--- src/rtl/glyph_operator_matcher_pkg.sv ---
// Shared definitions for the operator glyph matcher: candidate table, glyph ROM layout, FSM states.
// The code->base table is the same one the operator glyph generator uses to fetch glyphs.
package glyph_operator_matcher_pkg;

   localparam int NUM_OPS = 10;
   localparam int ROWS = 8;
   localparam logic [7:0] FIRST_CODE = 8'd20;
   localparam logic [9:0] SPACE_ADDR = 10'o400;
   localparam logic [3:0] LAST_CAND = 4'(NUM_OPS - 1);
   localparam logic [3:0] LAST_ROW = 4'(ROWS);

   typedef enum logic [1:0] {
      ST_IDLE = 2'd0,
      ST_SCAN = 2'd1,
      ST_DONE = 2'd2
   } state_t;

   function automatic logic [9:0] op_base(input logic [3:0] idx);
      logic [9:0] base;
      case (idx)
         4'd0:    base = 10'o530;
         4'd1:    base = 10'o550;
         4'd2:    base = 10'o520;
         4'd3:    base = 10'o570;
         4'd4:    base = 10'o460;
         4'd5:    base = 10'o410;
         4'd6:    base = 10'o720;
         4'd7:    base = 10'o670;
         4'd8:    base = 10'o700;
         4'd9:    base = 10'o710;
         default: base = SPACE_ADDR;
      endcase
      return base;
   endfunction

   // ROM rows are MSB-first (bit 7 = column 0); the display bus is LSB-first.
   function automatic logic [7:0] rev8(input logic [7:0] b);
      logic [7:0] r;
      for (int i = 0; i < 8; i++) begin
         r[i] = b[7-i];
      end
      return r;
   endfunction

endpackage

--- src/rtl/glyph_operator_matcher_if.sv ---
// Request/result bundle of the glyph matcher: start strobe, eight LSB-first glyph rows, status and result.
// The master drives the request, the slave (the matcher) drives status and result.
interface glyph_operator_matcher_if;
   logic       start;
   logic [7:0] glyph_row0;
   logic [7:0] glyph_row1;
   logic [7:0] glyph_row2;
   logic [7:0] glyph_row3;
   logic [7:0] glyph_row4;
   logic [7:0] glyph_row5;
   logic [7:0] glyph_row6;
   logic [7:0] glyph_row7;
   logic       busy;
   logic       done;
   logic       match_valid;
   logic [7:0] op_code;

   modport master (
      output start, glyph_row0, glyph_row1, glyph_row2, glyph_row3,
             glyph_row4, glyph_row5, glyph_row6, glyph_row7,
      input  busy, done, match_valid, op_code
   );

   modport slave (
      input  start, glyph_row0, glyph_row1, glyph_row2, glyph_row3,
             glyph_row4, glyph_row5, glyph_row6, glyph_row7,
      output busy, done, match_valid, op_code
   );
endinterface

--- src/rtl/glyph_operator_matcher_char_rom.sv ---
// Character ROM holding the operator glyphs (MSB-first rows, 8 bytes per glyph); 1-cycle registered read.
// No flow control: a new address is accepted every cycle; unpopulated addresses read as blank.
module glyph_operator_matcher_char_rom (
   input  logic       i_clk,
   input  logic [9:0] i_addr,
   output logic [7:0] o_q
);
   logic [63:0] w_glyph;
   logic [7:0]  w_byte;
   logic [7:0]  r_q;

   // Row 0 sits in the most significant byte of each glyph word.
   always_comb begin
      w_glyph = 64'h0;
      case (i_addr[9:3])
         7'o53:   w_glyph = 64'h00_18_18_7E_7E_18_18_00;
         7'o55:   w_glyph = 64'h00_00_00_7E_7E_00_00_00;
         7'o52:   w_glyph = 64'h00_66_3C_FF_3C_66_00_00;
         7'o57:   w_glyph = 64'h02_06_0C_18_30_60_40_00;
         7'o46:   w_glyph = 64'h00_7E_7E_00_7E_7E_00_00;
         7'o41:   w_glyph = 64'h0C_18_30_30_30_18_0C_00;
         7'o72:   w_glyph = 64'h30_18_0C_0C_0C_18_30_00;
         7'o67:   w_glyph = 64'h18_3C_66_C3_00_00_00_00;
         7'o70:   w_glyph = 64'h06_0C_18_30_18_0C_06_00;
         7'o71:   w_glyph = 64'h60_30_18_0C_18_30_60_00;
         default: w_glyph = 64'h0;
      endcase
   end

   assign w_byte = w_glyph[{3'd7 - i_addr[2:0], 3'b000} +: 8];

   always_ff @(posedge i_clk) begin
      r_q <= w_byte;
   end

   assign o_q = r_q;
endmodule

--- src/rtl/glyph_operator_matcher.sv ---
// Identifies the operator code of a latched glyph by scanning ROM candidates; 9 cycles per candidate, first match wins.
// start is only accepted in IDLE; requests while busy are dropped, never queued.
module glyph_operator_matcher
   import glyph_operator_matcher_pkg::*;
(
   input logic                    clock,
   input logic                    resetn,
   glyph_operator_matcher_if.slave bus
);
   state_t          r_state, w_state_nxt;
   logic [7:0][7:0] r_rows;
   logic [7:0][7:0] w_rows_in;
   logic [3:0]      r_cand, w_cand_nxt;
   logic [3:0]      r_row, w_row_nxt;
   logic            r_mismatch, w_mismatch_nxt;
   logic            r_match_valid, w_match_valid_nxt;
   logic [7:0]      r_op_code, w_op_code_nxt;
   logic [9:0]      w_addr;
   logic [7:0]      w_q;
   logic [2:0]      w_prev_row;
   logic            w_accept, w_row_eq, w_mis_now, w_last_row, w_last_cand;

   assign w_rows_in = {bus.glyph_row7, bus.glyph_row6, bus.glyph_row5, bus.glyph_row4,
                       bus.glyph_row3, bus.glyph_row2, bus.glyph_row1, bus.glyph_row0};

   assign w_accept = (r_state == ST_IDLE) && bus.start;
   assign w_addr   = op_base(r_cand) + {6'd0, r_row};

   glyph_operator_matcher_char_rom u_char_rom (
      .i_clk  (clock),
      .i_addr (w_addr),
      .o_q    (w_q)
   );

   // q in row slot r belongs to row r-1; the 3-bit wrap maps slot 8 onto row 7.
   assign w_prev_row  = r_row[2:0] - 3'd1;
   assign w_row_eq    = (rev8(w_q) == r_rows[w_prev_row]);
   assign w_mis_now   = r_mismatch | ~w_row_eq;
   assign w_last_row  = (r_row == LAST_ROW);
   assign w_last_cand = (r_cand == LAST_CAND);

   always_comb begin
      w_state_nxt       = r_state;
      w_cand_nxt        = r_cand;
      w_row_nxt         = r_row;
      w_mismatch_nxt    = r_mismatch;
      w_match_valid_nxt = r_match_valid;
      w_op_code_nxt     = r_op_code;
      case (r_state)
         ST_IDLE: begin
            if (bus.start) begin
               w_state_nxt       = ST_SCAN;
               w_cand_nxt        = 4'd0;
               w_row_nxt         = 4'd0;
               w_mismatch_nxt    = 1'b0;
               w_match_valid_nxt = 1'b0;
               w_op_code_nxt     = 8'd0;
            end
         end
         ST_SCAN: begin
            if (r_row == 4'd0) begin
               w_mismatch_nxt = 1'b0;
               w_row_nxt      = 4'd1;
            end else begin
               w_mismatch_nxt = w_mis_now;
               if (w_last_row) begin
                  if (!w_mis_now) begin
                     w_state_nxt       = ST_DONE;
                     w_match_valid_nxt = 1'b1;
                     w_op_code_nxt     = FIRST_CODE + {4'd0, r_cand};
                  end else if (w_last_cand) begin
                     w_state_nxt = ST_DONE;
                  end else begin
                     w_cand_nxt = r_cand + 4'd1;
                     w_row_nxt  = 4'd0;
                  end
               end else begin
                  w_row_nxt = r_row + 4'd1;
               end
            end
         end
         ST_DONE: begin
            w_state_nxt = ST_IDLE;
         end
         default: begin
            w_state_nxt = ST_IDLE;
         end
      endcase
   end

   always_ff @(posedge clock) begin
      if (!resetn) begin
         r_state       <= ST_IDLE;
         r_rows        <= '0;
         r_cand        <= 4'd0;
         r_row         <= 4'd0;
         r_mismatch    <= 1'b0;
         r_match_valid <= 1'b0;
         r_op_code     <= 8'd0;
      end else begin
         r_state       <= w_state_nxt;
         r_cand        <= w_cand_nxt;
         r_row         <= w_row_nxt;
         r_mismatch    <= w_mismatch_nxt;
         r_match_valid <= w_match_valid_nxt;
         r_op_code     <= w_op_code_nxt;
         if (w_accept) begin
            r_rows <= w_rows_in;
         end
      end
   end

   assign bus.busy        = (r_state != ST_IDLE);
   assign bus.done        = (r_state == ST_DONE);
   assign bus.match_valid = r_match_valid;
   assign bus.op_code     = r_op_code;
endmodule

--- src/flat_wrapper.sv ---
// flat-port wrapper written by rule: the top's interface ports become plain ports
module glyph_operator_matcher_flat import glyph_operator_matcher_pkg::*;
  (clock, resetn, bus_start, bus_glyph_row0, bus_glyph_row1, bus_glyph_row2, bus_glyph_row3, bus_glyph_row4, bus_glyph_row5, bus_glyph_row6, bus_glyph_row7, bus_busy, bus_done, bus_match_valid, bus_op_code);
  glyph_operator_matcher_if bus_i ();
  input logic clock;
  input logic resetn;
  input wire logic [$bits(bus_i.start)-1:0] bus_start;
  input wire logic [$bits(bus_i.glyph_row0)-1:0] bus_glyph_row0;
  input wire logic [$bits(bus_i.glyph_row1)-1:0] bus_glyph_row1;
  input wire logic [$bits(bus_i.glyph_row2)-1:0] bus_glyph_row2;
  input wire logic [$bits(bus_i.glyph_row3)-1:0] bus_glyph_row3;
  input wire logic [$bits(bus_i.glyph_row4)-1:0] bus_glyph_row4;
  input wire logic [$bits(bus_i.glyph_row5)-1:0] bus_glyph_row5;
  input wire logic [$bits(bus_i.glyph_row6)-1:0] bus_glyph_row6;
  input wire logic [$bits(bus_i.glyph_row7)-1:0] bus_glyph_row7;
  output wire logic [$bits(bus_i.busy)-1:0] bus_busy;
  output wire logic [$bits(bus_i.done)-1:0] bus_done;
  output wire logic [$bits(bus_i.match_valid)-1:0] bus_match_valid;
  output wire logic [$bits(bus_i.op_code)-1:0] bus_op_code;
  assign bus_i.start = bus_start;
  assign bus_i.glyph_row0 = bus_glyph_row0;
  assign bus_i.glyph_row1 = bus_glyph_row1;
  assign bus_i.glyph_row2 = bus_glyph_row2;
  assign bus_i.glyph_row3 = bus_glyph_row3;
  assign bus_i.glyph_row4 = bus_glyph_row4;
  assign bus_i.glyph_row5 = bus_glyph_row5;
  assign bus_i.glyph_row6 = bus_glyph_row6;
  assign bus_i.glyph_row7 = bus_glyph_row7;
  assign bus_busy = bus_i.busy;
  assign bus_done = bus_i.done;
  assign bus_match_valid = bus_i.match_valid;
  assign bus_op_code = bus_i.op_code;
  glyph_operator_matcher u_core (.clock(clock), .resetn(resetn), .bus(bus_i));
endmodule
--- config.mk ---
export PLATFORM = sky130hd
export DESIGN_NAME = glyph_operator_matcher_flat
export DESIGN_NICKNAME = d
export VERILOG_FILES = /design/src/rtl/glyph_operator_matcher_pkg.sv /design/src/rtl/glyph_operator_matcher_if.sv /design/src/rtl/glyph_operator_matcher_char_rom.sv /design/src/rtl/glyph_operator_matcher.sv /design/src/flat_wrapper.sv
export SDC_FILE = /design/constraint.sdc
export NUM_CORES = 1
export LEC_CHECK = 0
export ABC_AREA = 1
export CAP_MARGIN = 20
export CORE_MARGIN = 2
export CORE_UTILIZATION = 35
export DETAILED_ROUTE_END_ITERATION = 6
export GPL_ROUTABILITY_DRIVEN = 0
export PLACE_DENSITY_LB_ADDON = 0.2
export SYNTH_ARGS = -nofsm -noshare
export SYNTH_HDL_FRONTEND = slang
export SYNTH_HIERARCHICAL = 1
export SYNTH_SLANG_ARGS = --single-unit
--- constraint.sdc ---
create_clock -name clock -period 8.3 [get_ports clock]
set_clock_uncertainty 0.1 [all_clocks]
set_input_delay 1.66 -clock clock [delete_from_list [all_inputs] [get_ports clock]]
set_output_delay 1.66 -clock clock [all_outputs]
set_load 0.02 [all_outputs]
==> flow_metrics.tcl, run 1 <==
set metrics [dict create \
    cts.sinks 94 \
    finalWorstSetupSlack_ns 3.54 \
    post_cts_buffers 0 \
    layout-drive-gt1-share 0.0880 \
    ys.warnings.count 6 \
    dp_slack_ns 3.55 \
    clk_latency_ns 0.34 \
    yosysSeqAreaShare 0.350 \
    placed_cells 1058 \
    cap_violations 0 \
    tightest_slew_ns 1.01 \
    chipHeight_microns 128 \
    grt_pass1_vias 4821 \
    die_w_microns 128 \
    num_vias 5133 \
    grt_usage 0.174 \
    pin_count 78 \
    syn_area_sq_um 5370 \
    hold_violations 0 \
    synth-async-reset-ratio 0 \
    hp-class "reg -> reg" \
    slew-limit-headroom 0.324 \
    required_ns 8.44 \
    finish.utilization 0.431 \
    start_util 0.356 \
    timing.fmax_mhz 210 \
    rows 45 \
    crit_path_max_fanout 56 \
    core_sq_um 15100 \
    final_cells 1074 \
    area_growth_pct 21.1 \
    post_drt_wl_per_cell_microns 12.8 \
    vias_per_cell 4.78 \
    drc_errors 0 \
    finalCriticalPeriod_ns 4.76 \
    finalSetupTns_ns 0 \
    post-route-period-util 0.574 \
    clockBufferDepth 2 \
    p_per_area_nw_per_um2 207 \
    drt-total-wl_microns 13700 \
    cts_buffers 9 \
    synth_edf_count 0 \
    worst_ir_drop_vdd_uv 93.9 \
    cts_tree "done" \
    status "completed" \
    syn_inst 832 \
    place_area_sq_um 6180 \
    portBuffers 75 \
    startpoint_type "flop" \
    root_buffer "clkbuf_16" \
    whs_ns 0.358 \
    cts.reportedPaths.clkPinSlew_ns 0.07 \
    fin_total_pwr_mw 1.35 \
    setup_viol 0 \
    drtIter0Drc 360 \
    grt_max_degree 110 \
    fin_area_sq_um 6510 \
    antenna_found_initial 0 \
    end_kind "flop" \
    synth.avg_cell_area_sq_um 6.46 \
    postRouteAntennaNets 0 \
    r2r-start "u_core/r_row[0]$_SDFFE_PN0P_" \
    gr-total-overflow 0 \
    num_antenna_cells 0 \
    rsz0062_at_grt "false" \
    crit_start "u_core/r_row[0]$_SDFFE_PN0P_" \
    die_area_sq_um 16400 \
    grt_first_pass_wirelength_microns 23100 \
    drtPass1Iterations 5 \
    ys_ff_latch 94 \
    worstPathArrival_ns 4.90 \
    dpl.hpwl_microns 9850 \
    ys.flop_type "dfxtp_1" \
    slew_viol_final 0 \
    post_cts_resized 0 \
    static-leakage-power_nw 2.89 \
    hold_buffers 0 \
    holdCritStartpoint "u_core/r_rows[41]$_SDFFE_PN0P_" \
    nNetsFinal 959 \
    critPathKind "reg -> reg" \
    cts_htree_levels 3 \
    yosysUniqueCellTypes 37 \
]
## worst max-delay path: stages, from the launching register on
cell and delay [ns]:
dfxtp_2 0.99, inv_2 0.40, ha_1 0.89, inv_1 0.41
nand3_1 0.22, nand3_1 0.11, nand2_1 0.09, nand2_1 0.05
nand2_1 0.05, nand2_1 0.05, nor2_1 0.15, nand3_2 0.13
nand2_1 0.10, nand2_2 0.09, nand2_4 0.09, nand2_1 0.06
nand2_1 0.06, nand2_1 0.13, inv_1 0.09, ha_1 0.22
nor2_1 0.10, nor2_1 0.06
## logic make-up after synthesis
group           share of synthesized area
compound gates                      0.144
xor+xnor                           0.0126
fa+ha+maj                          0.0256
buf+inv                             0.103
flops                               0.350
other cells                      0.000698
simple gates                        0.364
## state kept, by name, summed over array words and instances, names as in the netlist, named ones only
name / count
u_core/bus.match_valid: 1
u_core/bus.op_code: 6
u_core/r_cand: 4
u_core/r_mismatch: 1
u_core/r_row: 4
u_core/r_rows: 64
u_core/r_state: 2
u_core/u_char_rom/o_q: 7
## synthesized netlist by cell type (2+ instances only)
cell type | number | area share
o21ai_2 | 2 | 0.0033
a21oi_2 | 3 | 0.0049
o21ai_1 | 2 | 0.0019
or2_1 | 3 | 0.0035
nor2_2 | 4 | 0.0047
o211ai_1 | 2 | 0.0028
nand3b_1 | 4 | 0.0056
nand2_1 | 186 | 0.13
nand2_4 | 3 | 0.0063
ha_1 | 11 | 0.026
o21ai_0 | 79 | 0.074
buf_4 | 7 | 0.0098
buf_2 | 12 | 0.011
nand3_2 | 5 | 0.0093
a21oi_1 | 60 | 0.056
nor2_1 | 120 | 0.084
nand4_1 | 3 | 0.0035
nand3_1 | 76 | 0.071
clkbuf_1 | 21 | 0.015
dfxtp_1 | 94 | 0.35
nor2_4 | 9 | 0.019
nand2_2 | 14 | 0.016
inv_2 | 11 | 0.0077
inv_1 | 85 | 0.059
xor2_1 | 3 | 0.0049
or2_2 | 2 | 0.0023
## worst paths after layout
path / endpoint / slack [ns] / cells past startpoint
worst max-delay path: flop / 3.54 / 21
worst min-delay path: u_core/r_rows[41]$_SDFFE_PN0P_ / 0.36 / 2
worst max register to register: flop / 3.54 / 21
worst min register to register: u_core/r_rows[41]$_SDFFE_PN0P_ / 0.36 / 2
## placed cells by master, fill, tap and decap left out, types with 3 or more instances in the layout
master | netlist | layout
nand2_2 | 14 | 15
o21ai_0 | 79 | 79
dfxtp_1 | 94 | 93
xor2_1 | 3 | 3
nor2_2 | 4 | 4
a21oi_1 | 60 | 60
ha_1 | 11 | 11
clkbuf_16 | 0 | 9
nand3b_1 | 4 | 4
nand3_1 | 76 | 76
nand2_1 | 186 | 185
nand4_1 | 3 | 3
nor2_1 | 120 | 120
nand2_4 | 3 | 3
a21oi_2 | 3 | 3
clkdlybuf4s50_1 | 0 | 74
nor2_4 | 9 | 9
inv_1 | 85 | 85
inv_2 | 11 | 11
or2_1 | 3 | 3
nand3_2 | 5 | 5
## where the power goes
group          switching [mW]  leakage (nW)  internal [mW]
combinational           0.236          1.96          0.143
sequential             0.0265         0.776          0.493
clock                   0.173         0.156          0.273
total                   0.436          2.89          0.910
## cell type report
type	count	area, sq um
Fill cell	1634	8580
Multi-Input combinational cell	602	2940
Sequential cell	94	1880
Timing Repair Buffer	77	761
Inverter	97	364
Clock buffer	11	243
Tap cell	188	235
Clock inverter	5	81.3
## per-layer routing
metal  vias to the layer above  GRT usage  part of all wire
met5                         -          0                 0
met4                         0     0.0317            0.0059
met3                         6     0.0426             0.054
met2                       122      0.278              0.44
met1                      2273      0.240              0.50
li1                       2732          -                 -
No activity file was read; power rests on OpenSTA's default activity.
==> run 2: changes to the inputs <==
clock period = 4 ns   (was 8.3 ns; I/O delays follow)
==> run 2 against run 1 <==
  * Via count is 0.68% higher
  * Flip-flop and latch count stayed put
  * Routed wire length is 1.3% higher
  * First-iteration DRC count is 25% lower
  * Die area stayed put
  * Final area is 0.27% higher
==> flow_metrics.tcl, run 2 (synthesis results as in run 1) <==
set metrics [dict create \
    sw_frac_of_total 0.348 \
    cts.sinks 94 \
    grt_first_pass_wirelength_microns 23300 \
    required_ns 4.14 \
    num_vias 5168 \
    clockBufferDepth 2 \
    cts.reportedPaths.clkPinSlew_ns 0.07 \
    cts_htree_levels 3 \
    crit_path_max_fanout 23 \
    intPower_mw 1.76 \
    wl_met1_microns 7110 \
    worst_ir_drop_vdd_uv 221 \
    chipHeight_microns 128 \
    drc_errors 0 \
    core_sq_um 15100 \
    end_kind "flop" \
    path_depth 20 \
    post_cts_buffers 0 \
    cpMaxStageDelayCell "xor2_2" \
    largest-register "u_core/r_rows" \
    cts_buffers 9 \
    gr-total-overflow 0 \
    timing.fmax_mhz 309 \
    antenna_found_initial 0 \
    path_buf_inv 2 \
    hp-class "reg -> reg" \
    setup_viol 0 \
    path_cells "inv_2 -> ha_1 -> xor2_2 -> nand3_1 -> nand2_1 -> nand2_1 -> nand2_1 -> nand2_1 -> nor2_1 -> nand3_2 -> nand2_1 -> nand2_2 -> nand2_4 -> nand2_1 -> nand2_1 -> nand2_1 -> inv_1 -> ha_1 -> nor2_1 -> nor2_1" \
    nNetsFinal 964 \
    slew_viol_final 0 \
    post_cts_resized 0 \
    drtPass1Iterations 5 \
    topRoutingLayerUsed "met4" \
    crit_family "simple AND/OR/NAND/NOR gates" \
    static-leakage-power_nw 2.91 \
    holdCritStartpoint "u_core/r_rows[5]$_SDFFE_PN0P_" \
    clk_latency_ns 0.34 \
    finish.utilization 0.433 \
    finalSetupTns_ns 0 \
    met3_wirelength_microns 638 \
    cap_violations 0 \
    status "completed" \
    hold_buffers 0 \
    cpMostUsedCell "nand2_1" \
    whs_ns 0.355 \
    crit_start "u_core/r_row[0]$_SDFFE_PN0P_" \
    die_area_sq_um 16400 \
    dpl.hpwl_microns 10000 \
    finalWorstSetupSlack_ns 0.762 \
    met2_wirelength_microns 6000 \
    clkPwrFrac 0.306 \
    root_buffer "clkbuf_16" \
    tightest_slew_ns 0.604 \
    reg2reg_depth 20 \
    pin_count 78 \
    drtIter0Drc 270 \
    rows 45 \
    power_frac_comb 0.300 \
    area_growth_pct 21.5 \
    cts_tree "done" \
    startpoint_type "flop" \
    grt_usage 0.175 \
    worstPathArrival_ns 3.38 \
    slew-limit-headroom 0.596 \
    power_frac_seq 0.394 \
    layout-drive-gt1-share 0.0943 \
    grt_pass1_vias 4772 \
    post_drt_wl_per_cell_microns 12.9 \
    min_path_cells 2 \
    critPathKind "reg -> reg" \
    switchingPower_mw 0.943 \
    p_per_area_nw_per_um2 415 \
    r2r-start "u_core/r_row[0]$_SDFFE_PN0P_" \
    slowest_delay_ns 0.39 \
    finalCriticalPeriod_ns 3.24 \
    drt-total-wl_microns 13900 \
    final_common_cell "nand2_1" \
    rsz0062_at_grt "false" \
    largest_reg_flops 64 \
    postRouteAntennaNets 0 \
    num_antenna_cells 0 \
    vias_per_cell 4.79 \
    portBuffers 75 \
    start_util 0.356 \
    post-route-period-util 0.809 \
    mostFrequentLayoutCells "nand2_1 (185), nor2_1 (120), dfxtp_1 (93), inv_1 (85), o21ai_0 (79)" \
    hold_violations 0 \
    die_w_microns 128 \
    grt_max_degree 75 \
    dp_slack_ns 0.763 \
]
## run 2: final timing paths
| kind | endpoint | slack, ns |
|---|---|---|
| worst max-delay path | flop | 0.76 |
| worst min register to register | u_core/r_rows[5]$_SDFFE_PN0P_ | 0.36 |
| worst min-delay path | u_core/r_rows[5]$_SDFFE_PN0P_ | 0.36 |
| worst max register to register | flop | 0.76 |
## run 2: layer usage
layer,track usage,up-vias
met1,0.252,2300
met5,0,-
met2,0.271,114
li1,-,2742
met4,0.0394,0
met3,0.0317,12
## run 2: cell type report
cell class / instances / area (sq um)
Fill cell: 1636 / 8560
Multi-Input combinational cell: 602 / 2940
Sequential cell: 94 / 1880
Timing Repair Buffer: 82 / 811
Inverter: 97 / 364
Tap cell: 188 / 235
Clock buffer: 9 / 225
Clock inverter: 7 / 66.3
## run 2: worst reg2reg max path, stage by stage (launching register included)
cell	delay (ns)
dfxtp_2	0.32
inv_2	0.30
ha_1	0.37
xor2_2	0.40
nand3_1	0.17
nand2_1	0.08
nand2_1	0.05
nand2_1	0.05
nand2_1	0.05
nor2_1	0.16
nand3_2	0.13
nand2_1	0.10
nand2_2	0.09
nand2_4	0.10
nand2_1	0.05
nand2_1	0.06
nand2_1	0.13
inv_1	0.09
ha_1	0.22
nor2_1	0.10
nor2_1	0.05
## run 2: power groups by stage
stage	combinational (mW)	sequential [mW]	clock, mW
after floorplan	0.598	1.08	0
after global placement	0.812	1.09	0
after detailed placement	0.811	1.09	0
after CTS	0.817	1.07	0.855
after global routing	0.925	1.07	0.893
final	0.811	1.07	0.829
## run 2: through the flow
step	cells	area [sq um]	total power, mW
3_3_place_gp	1063	6230	1.90
3_5_place_dp	1063	6230	1.90
6_report	1079	6530	2.71
2_1_floorplan	833	5380	1.68
5_1_grt	1079	6530	2.89
4_1_cts	1079	6530	2.74
==> run 3: changes to the inputs <==
clock period = 2.8 ns   (was 4 ns; I/O delays follow)
==> run 3 against run 2 <==
  * Sequential power up 42%
  * Clock-buffer cell count up 1
  * Setup slack worse by 0.69 ns
  * Non-clock buffer count up 17
  * Total power up 48%
  * Routed wire length up 2.9%
  * Hold slack worse by 0.0019 ns
  * Core utilization up 1.9 points
  * Die area unchanged
  * Combinational power up 55%
  * Flip-flop and latch count unchanged
  * First-iteration DRC count up 19%
  * Highest routed layer unchanged
==> flow_metrics.tcl, run 3 (synthesis results as in run 1) <==
set metrics [dict create \
    layout-drive-gt1-share 0.134 \
    slew_viol_final 0 \
    reg2reg_depth 20 \
    seqCellArea_sq_um 1880 \
    die_w_microns 128 \
    cts.sinks 94 \
    cts.reportedPaths.clkPinSlew_ns 0.06 \
    slew-limit-headroom 0.601 \
    vias_per_cell 4.80 \
    num_antenna_cells 0 \
    setup_viol 0 \
    post_drt_wl_per_cell_microns 13.0 \
    portBuffers 75 \
    grt_first_pass_wirelength_microns 23400 \
    gr-total-overflow 0 \
    hp-class "reg -> reg" \
    cts_tree "done" \
    post-route-period-util 0.974 \
    finish.utilization 0.451 \
    crit_path_max_fanout 7 \
    critPathKind "reg -> reg" \
    nFillCells 1576 \
    slowest_delay_ns 0.33 \
    startpoint_type "flop" \
    multi_input_area_sq_um 3060 \
    antenna_found_initial 0 \
    grt_max_degree 109 \
    clockBufferDepth 2 \
    grt_pass1_vias 4783 \
    r2r_slack_ns 0.07 \
    min_path_cells 2 \
    mostFrequentLayoutCells "nand2_1 (180), nor2_1 (116), dfxtp_1 (92), inv_1 (82), o21ai_0 (77)" \
    core_sq_um 15100 \
    required_ns 3.00 \
    cpMaxStageDelayCell "dfxtp_2" \
    pin_count 78 \
    dpl.hpwl_microns 10300 \
    status "completed" \
    end_kind "flop" \
    hold_violations 0 \
    worst_ir_drop_vdd_uv 308 \
    drt-total-wl_microns 14300 \
    holdCritStartpoint "u_core/r_rows[4]$_SDFFE_PN0P_" \
    root_buffer "clkbuf_16" \
    largest-register "u_core/r_rows" \
    drtPass1Iterations 5 \
    start_util 0.356 \
    num_vias 5268 \
    drtIter0Drc 321 \
    worstPathArrival_ns 2.92 \
    cap_violations 0 \
    timing.fmax_mhz 367 \
    nNetsFinal 982 \
    drc_errors 0 \
    die_area_sq_um 16400 \
    finalCriticalPeriod_ns 2.73 \
    finalWorstSetupSlack_ns 0.0726 \
    postRouteAntennaNets 0 \
    rows 45 \
    tightest_slew_ns 0.599 \
    rsz0062_at_grt "true" \
    grt_usage 0.177 \
    dp_slack_ns -0.0230 \
    chipHeight_microns 128 \
    r2r-start "u_core/r_row[0]$_SDFFE_PN0P_" \
    p_per_area_nw_per_um2 589 \
    clk_latency_ns 0.35 \
    path_cells "inv_2 -> ha_4 -> clkinvlp_4 -> nand3_1 -> nand3_1 -> nand3_1 -> nand2_1 -> inv_1 -> nand2_1 -> nor2_2 -> nand3_2 -> nand2_1 -> nand2_2 -> nand2_4 -> inv_2 -> nand2_2 -> nand3_4 -> ha_4 -> or2_1 -> inv_1" \
    static-leakage-power_nw 3.01 \
    final_common_cell "nand2_1" \
    largest_reg_flops 64 \
    cts_buffers 9 \
    cts_htree_levels 3 \
    area_growth_pct 26.7 \
    min_to "u_core/r_rows[4]$_SDFFE_PN0P_" \
]
## run 3: changes by cell type in the layout (fill, tap and decap cells not counted), moves of 2 or more
cell        change
buf_4          +15
clkinv_4        -2
clkinvlp_4      +3
ha_1            -3
ha_4            +3
inv_1           -3
nand2_1         -5
nand2_2         +4
nand3_1         -4
nand3_2         +2
nand3_4         +2
nor2_1          -4
nor2_2          +4
o21ai_0         -2
## run 3: per-stage QoR
step | cells | hold WS [ns] | setup TNS [ns] | power, mW | area, sq um
6_report | 1097 | 0.353 | 0 | 4.01 | 6810
5_1_grt | 1097 | 0.374 | -0.736 | 4.27 | 6810
4_1_cts | 1093 | 0.357 | 0 | 4.00 | 6690
3_5_place_dp | 1076 | 0.348 | -0.0281 | 2.75 | 6360
3_3_place_gp | 1076 | 0.342 | 0 | 2.75 | 6360
2_1_floorplan | 833 | 0.329 | 0 | 2.41 | 5420
## run 3: metal layers
layer	track usage	vias up	share of wire
met2	0.282	116	0.45
met5	0	-	0
li1	-	2776	-
met1	0.247	2363	0.49
met4	0.0433	0	0.011
met3	0.0355	13	0.054
## run 3: area by class of cell
| class | count | share of cell area |
|---|---|---|
| flip-flops and latches | 94 | 0.277 |
| well taps | 188 | 0.0345 |
| clock inverters | 6 | 0.0105 |
| multi-input cells | 602 | 0.449 |
| clock buffers | 10 | 0.0336 |
| inverters | 97 | 0.0544 |
| repair buffers | 99 | 0.140 |
| repair inverters | 1 | 0.00110 |
## run 3: repair_timing
item                       in CTS  in global routing
cloned                          1                  0
buffers inserted                0                  4
hold buffers                    0                  0
setup endpoints to repair       2                 11
gates resized for setup         4                 25
pin swaps                       0                 19
## run 3: worst max-delay path by stage
stage	from	to	slack, ns
3_3_place_gp	u_core/r_row[0]$_SDFFE_PN0P_	flop	0.02
3_5_place_dp	u_core/r_row[0]$_SDFFE_PN0P_	flop	-0.02
6_report	u_core/r_row[0]$_SDFFE_PN0P_	flop	0.07
2_1_floorplan	u_core/r_row[0]$_SDFFE_PN0P_	flop	0.002
4_1_cts	u_core/r_row[1]$_SDFFE_PN0P_	flop	0.004
5_1_grt	u_core/r_row[1]$_SDFFE_PN0P_	flop	-0.19
## run 3: worst max-delay path, delay by kind of cell (launching register included)
| family | cells | cell delay (ns) |
|---|---|---|
| AND/OR/NAND/NOR | 13 | 1.34 |
| adder cells (fa/ha/maj) | 2 | 0.52 |
| buffers and inverters | 5 | 0.37 |
| flip-flops | 1 | 0.33 |
## run 3: where the power goes
part / internal [mW] / switching [mW] / leakage, nW
sequential: 1.46 / 0.0579 / 0.777
clock: 0.700 / 0.536 / 0.145
combinational: 0.493 / 0.763 / 2.09
total: 2.66 / 1.36 / 3.01
